$ cat src/rtl/timer_pkg.sv
// Shared definitions for the timer counter stage: default widths and FSM state encoding.
package timer_pkg;

  localparam int CNT_W_DEF = 16;
  localparam int DIV_W_DEF = 8;

  typedef enum logic [1:0] {
    ST_IDLE = 2'd0,
    ST_RUN  = 2'd1,
    ST_DONE = 2'd2
  } state_e;

endpackage

$ cat src/rtl/timer_prescaler.sv
// Clock prescaler: counts 0..div_reg while enabled and asserts tick on the wrapping edge.
module timer_prescaler
  import timer_pkg::*;
#(
  parameter int DIV_W = DIV_W_DEF
) (
  input  logic             clk,
  input  logic             rst,
  input  logic             en,
  input  logic             clr,
  input  logic [DIV_W-1:0] div_reg,
  output logic             tick
);

  logic [DIV_W-1:0] presc_q;
  logic [DIV_W-1:0] presc_d;
  logic             at_term;

  // >= rather than == so a divider lowered under the current count wraps at once
  assign at_term = (presc_q >= div_reg);
  assign tick    = en && !clr && at_term;

  always_comb begin
    presc_d = presc_q + 1'b1;
    if (!en || clr || at_term) begin
      presc_d = '0;
    end
  end

  always_ff @(posedge clk or posedge rst) begin
    if (rst) begin
      presc_q <= '0;
    end else begin
      presc_q <= presc_d;
    end
  end

endmodule

$ cat src/rtl/timer_counter.sv
// Main counter stage feeding timer_core: continuous / one-shot counting with optional prescaler.
// Define TIMER_PRESCALER_EN to instantiate the prescaler; otherwise the counter ticks every RUN cycle.
module timer_counter
  import timer_pkg::*;
#(
  parameter int CNT_W = CNT_W_DEF,
  parameter int DIV_W = DIV_W_DEF
) (
  input  logic             chosen_clk,
  input  logic             rst,
  input  logic             core_en,
  input  logic             cont,
  input  logic             cnt_clr,
  input  logic [CNT_W-1:0] period_reg,
  input  logic [DIV_W-1:0] div_reg,
  output logic [CNT_W-1:0] cnt,
  output logic             cnt_tick,
  output logic             wrap,
  output logic             done,
  output logic             busy
);

  state_e           state_q, state_d;
  logic [CNT_W-1:0] cnt_q, cnt_d;
  logic             tick_q, tick_d;
  logic             wrap_q, wrap_d;
  logic             run_en;
  logic             tick;

  assign run_en = core_en && (state_q == ST_RUN);

`ifdef TIMER_PRESCALER_EN
  timer_prescaler #(
    .DIV_W(DIV_W)
  ) u_prescaler (
    .clk    (chosen_clk),
    .rst    (rst),
    .en     (run_en),
    .clr    (cnt_clr),
    .div_reg(div_reg),
    .tick   (tick)
  );
`else
  logic unused_div;
  assign unused_div = ^div_reg;
  assign tick       = run_en && !cnt_clr;
`endif

  always_comb begin
    state_d = state_q;
    cnt_d   = cnt_q;
    tick_d  = 1'b0;
    wrap_d  = 1'b0;
    if (cnt_clr) begin
      // A clear swallows any tick due on the same edge
      cnt_d   = '0;
      state_d = core_en ? ST_RUN : ST_IDLE;
    end else if (!core_en) begin
      cnt_d   = '0;
      state_d = ST_IDLE;
    end else begin
      unique case (state_q)
        ST_IDLE: begin
          cnt_d   = '0;
          state_d = ST_RUN;
        end
        ST_RUN: begin
          if (tick) begin
            tick_d = 1'b1;
            if (cnt_q >= period_reg) begin
              if (cont) begin
                cnt_d  = '0;
                wrap_d = 1'b1;
              end else begin
                state_d = ST_DONE;
              end
            end else begin
              cnt_d = cnt_q + 1'b1;
            end
          end
        end
        ST_DONE: ;
        default: begin
          cnt_d   = '0;
          state_d = ST_IDLE;
        end
      endcase
    end
  end

  always_ff @(posedge chosen_clk or posedge rst) begin
    if (rst) begin
      state_q <= ST_IDLE;
      cnt_q   <= '0;
      tick_q  <= 1'b0;
      wrap_q  <= 1'b0;
    end else begin
      state_q <= state_d;
      cnt_q   <= cnt_d;
      tick_q  <= tick_d;
      wrap_q  <= wrap_d;
    end
  end

  assign cnt      = cnt_q;
  assign cnt_tick = tick_q;
  assign wrap     = wrap_q;
  assign done     = (state_q == ST_DONE);
  assign busy     = (state_q == ST_RUN);

endmodule

$ cat config.mk
export PLATFORM = sky130hd
export DESIGN_NAME = timer_counter
export DESIGN_NICKNAME = d
export VERILOG_FILES = /design/src/rtl/timer_pkg.sv /design/src/rtl/timer_prescaler.sv /design/src/rtl/timer_counter.sv
export SDC_FILE = /design/constraint.sdc
export NUM_CORES = 1
export LEC_CHECK = 0
export ABC_CLOCK_PERIOD_IN_PS = 3600
export CAP_MARGIN = 20
export CORE_MARGIN = 1
export CORE_UTILIZATION = 35
export CTS_CLUSTER_SIZE = 25
export DETAILED_ROUTE_END_ITERATION = 7
export GPL_ROUTABILITY_DRIVEN = 1
export MAX_ROUTING_LAYER = met4
export PLACE_DENSITY_LB_ADDON = 0.05
export SYNTH_ARGS = -nofsm -noshare
export SYNTH_HDL_FRONTEND = slang
export SYNTH_HIERARCHICAL = 1
export SYNTH_SLANG_ARGS = --single-unit
$ cat constraint.sdc
create_clock -name chosen_clk -period 3.6 [get_ports chosen_clk]
set_clock_uncertainty 0.1 [all_clocks]
set_input_delay 0.72 -clock chosen_clk [delete_from_list [all_inputs] [get_ports chosen_clk]]
set_output_delay 0.72 -clock chosen_clk [all_outputs]
set_load 0.01 [all_outputs]
## After elaboration in Yosys (flattened, before gate mapping)

Index checks and enable logic that the tools add are counted.

- Input bits: 29
- Flip-flop bits (word level): 20
- Output and inout bits: 20
- Logic and storage cells: 42

- Add/subtract/negate cells: 1
- Reductions and logical operators: 6
- Mux-type cells: 23
- $lt $le $gt $ge: 1
- Equality and inequality tests: 7

Operators by type and width:

| operator | count |
|---|---|
| 16-bit 2-to-1 mux | 5 |
| 16-bit case mux with 2 select lines | 1 |
| 16-bit by 1-bit adder with 16-bit output (second input constant) | 1 |
| 16-bit greater-or-equal comparator | 1 |
| 1-bit 2-to-1 mux | 11 |
| 2-bit 2-to-1 mux | 5 |
| 4-bit by 3-bit != test with 1-bit output (second input constant) | 2 |
| 2-bit case mux with 3 select lines | 1 |
| 5-bit != test (second input constant) | 1 |
| 4-bit != test (second input constant) | 1 |
| 4-bit AND reduction | 1 |
| 3-bit != test (second input constant) | 1 |
| 3-bit AND reduction | 1 |
| 2-bit by 1-bit == test with 1-bit output (second input constant) | 1 |
| 2-bit == test (second input constant) | 1 |
| 1-bit logical AND | 2 |
| 2-bit zero test | 1 |
| 1-bit zero test | 1 |

## Logic depth before layout (Yosys ltp)

Gate-level depths: netlist of the first run.

- Depth in word-level cells: 7
- Depth in mapped cells: 10
- Mapped depth without buffers: 9

## Least setup slack after synthesis of the first run

No wires, ideal clock.

- Path kind: input to register
- From: in period_reg[15]
- To: reg cnt_q[14], in the netlist cnt[14]
- Stages: 9
- Arrival: 2.842 ns
- Buffers on the path: 0
- Slack: 0.576 ns
- Library setup time: 0.082 ns
- Required time: 3.418 ns
- Cell sequence: inv_1 > ha_1 > nand4_1 > or3_1 > or4_1 > a311o_1 > and4_1 > nand2b_1 > a31oi_1

- Longest elaborated chain between the ends: 6
- Elaborated cells on any way between the ends: 8
- Those cells by class: order compare: 1; eq/ne: 1; mux: 5; reduce/logical: 1

RTL lines:

| element | line | RTL |
|---|---|---|
| start, declared | timer_counter.sv:14 | `input logic [CNT_W-1:0] period_reg,` |
| 16-bit greater-or-equal comparator (*) | timer_counter.sv:70 | `if (cnt_q >= period_reg) begin` |
| 16-bit 2-to-1 mux | timer_counter.sv:70 |  |
| 16-bit 2-to-1 mux | timer_counter.sv:68 | `if (tick) begin` |
| 16-bit case mux with 2 select lines | timer_counter.sv:62 | `unique case (state_q)` |
| 16-bit 2-to-1 mux | timer_counter.sv:58 | `end else if (!core_en) begin` |
| 16-bit 2-to-1 mux | timer_counter.sv:54 | `if (cnt_clr) begin` |
| end signal, assigned | timer_counter.sv:99 | `cnt_q <= cnt_d;` |
| end, declared | timer_counter.sv:24 | `logic [CNT_W-1:0] cnt_q, cnt_d;` |

Mark *: on every way between the ends. The rest lies on a longest branch, timed or not. The select of a mux whose other input is x is not followed.
A chain may end at the register's enable or synchronous reset.

## Worst setup path in the final report of the first run

- From: in period_reg[13]
- To: reg cnt_q[14], in the netlist cnt[14]

The elaborated chain is that of the path after synthesis.

==> results.yml, run 1 <==
cts:
  cts_sinks: 20
  htreeDepth: 1
  cts_resized: 0
  cts_buffers: 3
  insertion_delay_ns: 0.26
  tritoncts: "done"
  clk_path_buf_depth: 2
  postCtsHoldBufs: 0
  clk_pin_slew_worst_paths_ns: 0.08
  postCtsSetupBuffers: 0
  clockRootBuffer: "clkbuf_8"
power_and_ir_drop:
  combPwrFrac_pct: 11.1
  ir_drop_v: 0.0001094
  p_clk_share_pct: 44.7
  p_sw_share_pct: 20.65
  leakagePower_nw: 0.9509
  switchingPower_w: 0.0001061
  p_per_area_nw_per_um2: 248.5
  power_frac_seq_pct: 44.2
  p_int_w: 0.0004076
detailed_routing:
  vias: 1538
  avgRoutedWirePerCell_um: 14.35
  vias_per_cell: 5.532
  dr.pass1.iters: 4
  drcViolationCount: 0
  routed_wl_mm: 3.989
  drtIter0Drc: 64
  ant_nets: 0
cells_and_area:
  syn_to_final_growth_pct: 40.00
  diodes: 0
  layout-drive-gt1-share_pct: 8.772
  fin_area_sq_um: 2067
  mostFrequentLayoutCells: "clkdlybuf4s50_1 (40), nand2_1 (21), dfrtp_1 (20), inv_1 (19), ha_1 (17)"
  utilization_pct: 51.30
  fill_cells: 386
  layout_commonest_cell: "clkdlybuf4s50_1"
  fin_cells: 278
  fin_nets: 275
timing:
  fmaxAchievable_mhz: 292.4
  slew_viol_final: 0
  min_period_ns: 3.420
  hold_violations: 0
  rsz0062_at_grt: "no"
  tightest_slew_ns: 0.7871
  finalCritPeriodShare_pct: 95.01
  hold_ws_ns: 0.4455
  setup_viol: 0
  relSlewSlack_pct: 47.47
  setup_tns_ns: 0
grt:
  grt_pass1_wl_mm: 6.417
  grt_start_max_net_pins: 21
  grt_pass1_vias: 1408
  grt_overflow: 0
  antenna_found_initial: 0
  grt_use_total_pct: 19.62
setup_path:
  crit_chain: "clkdlybuf4s50_1 > inv_1 > ha_1 > nand4_1 > or3_1 > or4_1 > a311o_1 > and4_1 > nand2b_1 > a31oi_1"
  crit_slowest_cell: "or4_1"
  critical_path_arrival_ns: 3.51
  crit_type: "in2reg"
  worstPathRequired_ns: 3.69
  cpLargestDelayFamily: "simple AND/OR/NAND/NOR gates"
  startpoint_type: "input pin"
  crit_path_max_incr_delay_ns: 0.55
  cp_num_buf_inv: 2
  cp_max_fo: 5
  end_kind: "flop"
run_status:
  status: "completed"
synth:
  synth_nets: 224
  ys_warn_count: 6
  ys_types: 34
  avgSynthCellArea_sq_um: 8.294
  syn_inst: 178
  ys_ff_latch: 20
  syn_area_sq_um: 1476
  seq_area_frac_synth_pct: 33.90
place:
  gp_congestion: 0.8086
  hpwl_mm: 2.998
  numPortBuffers: 40
  place_inst: 274
  placed_area_sq_um: 1996
floorplanning:
  ios: 49
  die_h_um: 66.95
  row_count: 23
  dieWidth_um: 66.95
  dieArea_sq_um: 4482
  design.core.area_sq_um: 4029
  start_util_pct: 36.65
run:
  cap_viol_max_count: 0
worst_hold_path:
  holdCritPathClass: "reg2reg"
stage by stage:
step	setup WS (ns)	total power (W)
floorplan	0.5762	0.0002541
global placement	-0.06075	0.0002870
detailed placement	-0.08134	0.0002891
CTS	0.1749	0.0005192
global route	0.03771	0.0005339
finish	0.1797	0.0005137
state kept, by name, summed over array words and instances, names as in the netlist:
| name | flops |
|---|---|
| cnt_tick | 1 |
| cnt | 16 |
| wrap | 1 |
| state_q | 2 |
synth_stat cells:
cell type	instances	share of area [%]
a2111oi_0	1	0.59
a2111oi_2	1	1.0
a21o_1	2	1.0
a21oi_1	16	5.4
a221oi_1	1	0.59
a22o_1	1	0.59
a311o_1	1	0.68
a31o_2	1	0.59
a31oi_1	9	3.8
and2_1	2	0.85
and3_1	8	3.4
and4_1	1	0.59
buf_1	1	0.25
clkbuf_1	2	0.51
dfrtp_1	20	34
ha_1	17	14
inv_1	19	4.8
mux2_2	1	0.76
nand2_1	21	5.3
nand2b_1	4	1.7
nand3_1	8	2.7
nand4_1	5	2.1
nor2_1	6	1.5
nor2_2	1	0.42
nor2b_1	3	1.3
nor3_1	3	1.0
o21a_1	2	1.0
o21ai_0	8	2.7
o221ai_1	3	1.8
o22ai_1	1	0.42
o31ai_1	3	1.5
or2_2	3	1.3
or3_1	2	0.85
or4_1	1	0.51
worst paths after layout:
kind / startpoint / cells past startpoint / slack, ns / to
min in group asynchronous: rst / 2 / 0.81 / cnt_tick
hold reg to reg: cnt[14] / 1 / 0.45 / cnt[14]
max in group asynchronous: rst / 2 / 2.10 / cnt[7]
setup reg to reg: cnt[13] / 8 / 0.62 / cnt[14]
setup / recovery: period_reg[13] / 10 / 0.18 / cnt[14]
hold / removal: cnt[14] / 1 / 0.45 / cnt[14]
routing by layer:
| layer | global-route usage (%) | up-vias | share of wire, % |
|---|---|---|---|
| met4 | 4.787 | 0 | 0.73 |
| li1 | - | 752 | - |
| met5 | - | - | 0 |
| met1 | 23.33 | 737 | 46 |
| met3 | 1.541 | 4 | 3.8 |
| met2 | 35.48 | 45 | 49 |
layout make-up:
type / count / area (sq um) / area share, %
Multi-Input combinational cell: 136 / 893.4 / 43.22
Sequential cell: 20 / 500.5 / 24.21
Timing Repair Buffer: 49 / 467.9 / 22.64
Inverter: 19 / 71.32 / 3.450
Tap cell: 50 / 62.56 / 3.027
Clock buffer: 3 / 41.29 / 1.998
Clock inverter: 1 / 30.03 / 1.453
cell families after synthesis:
family / Yosys count / share of synthesized area (%)
fa+ha+maj: 17 / 14.41
flops: 20 / 33.90
buf+inv: 22 / 5.593
simple gates: 68 / 23.56
mux: 1 / 0.7627
compound gates: 50 / 21.78
power groups by stage:
stage / Sequential (W) / Clock (W) / Combinational, W
finish: 0.000227 / 0.000230 / 0.0000571
global route: 0.000227 / 0.000242 / 0.0000644
CTS: 0.000227 / 0.000234 / 0.0000581
detailed placement: 0.000232 / 0 / 0.0000576
global placement: 0.000231 / 0 / 0.0000556
floorplan: 0.000232 / 0 / 0.0000222
(Power assumes the default switching activity.)
==> run 2: changes to the inputs <==
--- a/config.mk
+++ b/config.mk
@@ -9,6 +9,7 @@
 export CAP_MARGIN = 20
 export CORE_MARGIN = 1
 export CORE_UTILIZATION = 35
+export CTS_CLUSTER_DIAMETER = 40
 export CTS_CLUSTER_SIZE = 25
 export DETAILED_ROUTE_END_ITERATION = 7
 export GPL_ROUTABILITY_DRIVEN = 1
==> results of run 2 <==
The final DEF is identical to that of run 1; final timing and power are the same.
==> run 3: changes to the inputs <==
--- a/config.mk
+++ b/config.mk
@@ -5,12 +5,13 @@
 export SDC_FILE = /design/constraint.sdc
 export NUM_CORES = 1
 export LEC_CHECK = 0
-export ABC_CLOCK_PERIOD_IN_PS = 3600
+export ABC_CLOCK_PERIOD_IN_PS = 3400
 export CAP_MARGIN = 20
+export CELL_PAD_IN_SITES_DETAIL_PLACEMENT = 1
+export CELL_PAD_IN_SITES_GLOBAL_PLACEMENT = 1
 export CORE_MARGIN = 1
-export CORE_UTILIZATION = 35
+export CORE_UTILIZATION = 33
 export CTS_CLUSTER_DIAMETER = 40
-export CTS_CLUSTER_SIZE = 25
 export DETAILED_ROUTE_END_ITERATION = 7
 export GPL_ROUTABILITY_DRIVEN = 1
 export MAX_ROUTING_LAYER = met4
==> constraint.sdc (replaced) <==
create_clock -name chosen_clk -period 3.4 [get_ports chosen_clk]
set_clock_uncertainty 0.1 [all_clocks]
set_input_delay 0.68 -clock chosen_clk [delete_from_list [all_inputs] [get_ports chosen_clk]]
set_output_delay 0.68 -clock chosen_clk [all_outputs]
set_load 0.01 [all_outputs]
==> run 3 against run 2 <==
Compared with the run above:
- sequential share of layout area is 0.59 points lower
- wire length is 14% higher
- total power is 10% lower
- global-route usage is 1.5 points higher
- critical path depth is 3 higher
- combinational power is 12% higher
- final cell count is 1.1% higher
- clock-buffer cell count stayed put
==> results.yml, run 3 (synthesized netlist as in run 1, its figures left out) <==
run_status:
  status: "completed"
worst_hold_path:
  holdPathEnd: "cnt[8]"
  min_path_cells: 1
  holdCritPathClass: "reg2reg"
  hold_path.startpoint: "cnt[8]"
cts:
  cts_buffers: 3
  clockRootBuffer: "clkbuf_8"
  cts_sinks: 20
  tritoncts: "done"
  clk_path_buf_depth: 2
  insertion_delay_ns: 0.26
  htreeDepth: 1
  postCtsHoldBufs: 0
  clk_pin_slew_worst_paths_ns: 0.07
grt:
  grt_use_total_pct: 21.13
  grt_overflow: 0
  grt_pass1_vias: 1581
  grt_pass1_wl_mm: 7.127
  grt_start_max_net_pins: 21
  antenna_found_initial: 0
floorplanning:
  dieWidth_um: 68.89
  dieArea_sq_um: 4745
  start_util_pct: 35.63
  ios: 49
  row_count: 23
  design.core.area_sq_um: 4144
  die_h_um: 68.89
detailed_routing:
  vias_per_cell: 5.541
  ant_nets: 0
  routed_wl_mm: 4.560
  avgRoutedWirePerCell_um: 16.23
  drtIter0Drc: 50
  vias: 1557
  drcViolationCount: 0
  dr.pass1.iters: 4
timing:
  relSlewSlack_pct: 47.34
  slew_viol_final: 0
  finalCritPeriodShare_pct: 96.34
  hold_ws_ns: 0.4713
  tightest_slew_ns: 0.7890
  hold_violations: 0
  fmaxAchievable_mhz: 305.3
  setup_viol: 0
  rsz0062_at_grt: "no"
  min_period_ns: 3.275
power_and_ir_drop:
  ir_drop_v: 0.0001211
  leakagePower_nw: 0.9696
  p_per_area_nw_per_um2: 218.0
setup_path:
  r2r_slack_ns: 0.58
  rr_worst_depth: 11
  crit_type: "in2reg"
  startpoint_type: "input pin"
  cp_max_fo: 5
  reg2reg_from: "cnt[13]"
  worstPathRequired_ns: 3.45
  critical_path_arrival_ns: 3.32
  end_kind: "flop"
  r2r-end: "cnt[0]"
cells_and_area:
  fin_nets: 279
  largest_reg_flops: 16
  fin_area_sq_um: 2118
  diodes: 0
  syn_to_final_growth_pct: 43.47
  layout_commonest_cell: "clkdlybuf4s50_1"
  fin_cells: 281
  layout-drive-gt1-share_pct: 12.55
  mostFrequentLayoutCells: "clkdlybuf4s50_1 (40), nand2_1 (21), dfrtp_1 (20), inv_1 (19), ha_1 (16)"
  utilization_pct: 51.12
place:
  gp_congestion: 0.8129
  placed_area_sq_um: 2011
  place_inst: 276
  hpwl_mm: 3.543
  numPortBuffers: 40
run:
  cap_viol_max_count: 0
-- run 3: layout make-up --
cell class                 instances  area (sq um)
clock buffer                       3         41.29
fill                             494          2026
inverter                          19         71.32
multi-input combinational        136         944.7
sequential                        20         500.5
tap                               50         62.56
timing repair buffer              53         498.0
-- run 3: worst max path at each step --
stage / slack (ns) / endpoint / startpoint / depth (start not counted)
floorplan: 0.42 / cnt[14] / period_reg[15] / 9
global placement: -0.21 / cnt[14] / period_reg[13] / 10
detailed placement: -0.28 / cnt[14] / period_reg[13] / 10
CTS: 0.02 / cnt[13] / period_reg[13] / 10
global route: 0.01 / cnt[0] / period_reg[13] / 13
finish: 0.12 / cnt[0] / period_reg[13] / 13
-- run 3: repair_timing --
action | 4_1_cts | 5_1_grt
hold endpoints to repair | 0 | 0
pin swaps | 1 | 6
resized for setup | 0 | 8
endpoints found under the setup margin | 1 | 14
setup buffers | 0 | 2
-- run 3: where the power goes --
group	switching [W]	internal (W)	total (W)
Combinational	0.0000279	0.0000359	0.0000639
Clock	0.0000784	0.0000789	0.000157
Sequential	0.00000124	0.000239	0.000241
-- run 3: routing by layer --
layer / global-route usage [%] / wire, um / vias up
li1: - / - / 759
met1: 24.42 / 2069 / 760
met2: 38.71 / 2314 / 34
met3: 2.632 / 138 / 4
met4: 4.592 / 38 / 0
met5: - / 0 / -
-- run 3: worst max-delay path, cell delays in order --
cell and delay [ns]:
clkdlybuf4s50_1 0.46, inv_1 0.06, ha_4 0.24, buf_4 0.13
a21o_1 0.17, a21o_1 0.21, a2111oi_4 0.34, buf_4 0.18
a311o_1 0.27, buf_4 0.15, buf_4 0.09, nand2_1 0.07
mux2_2 0.27
-- run 3: metrics by stage --
step / total power [W] / TNS [ns] / setup WS [ns]
finish: 0.0004618 / 0 / 0.1245
global route: 0.0004806 / 0 / 0.01106
CTS: 0.0004629 / 0 / 0.02327
detailed placement: 0.0003082 / -3.498 / -0.2792
global placement: 0.0003046 / -2.408 / -0.2135
floorplan: 0.0002691 / 0 / 0.4162
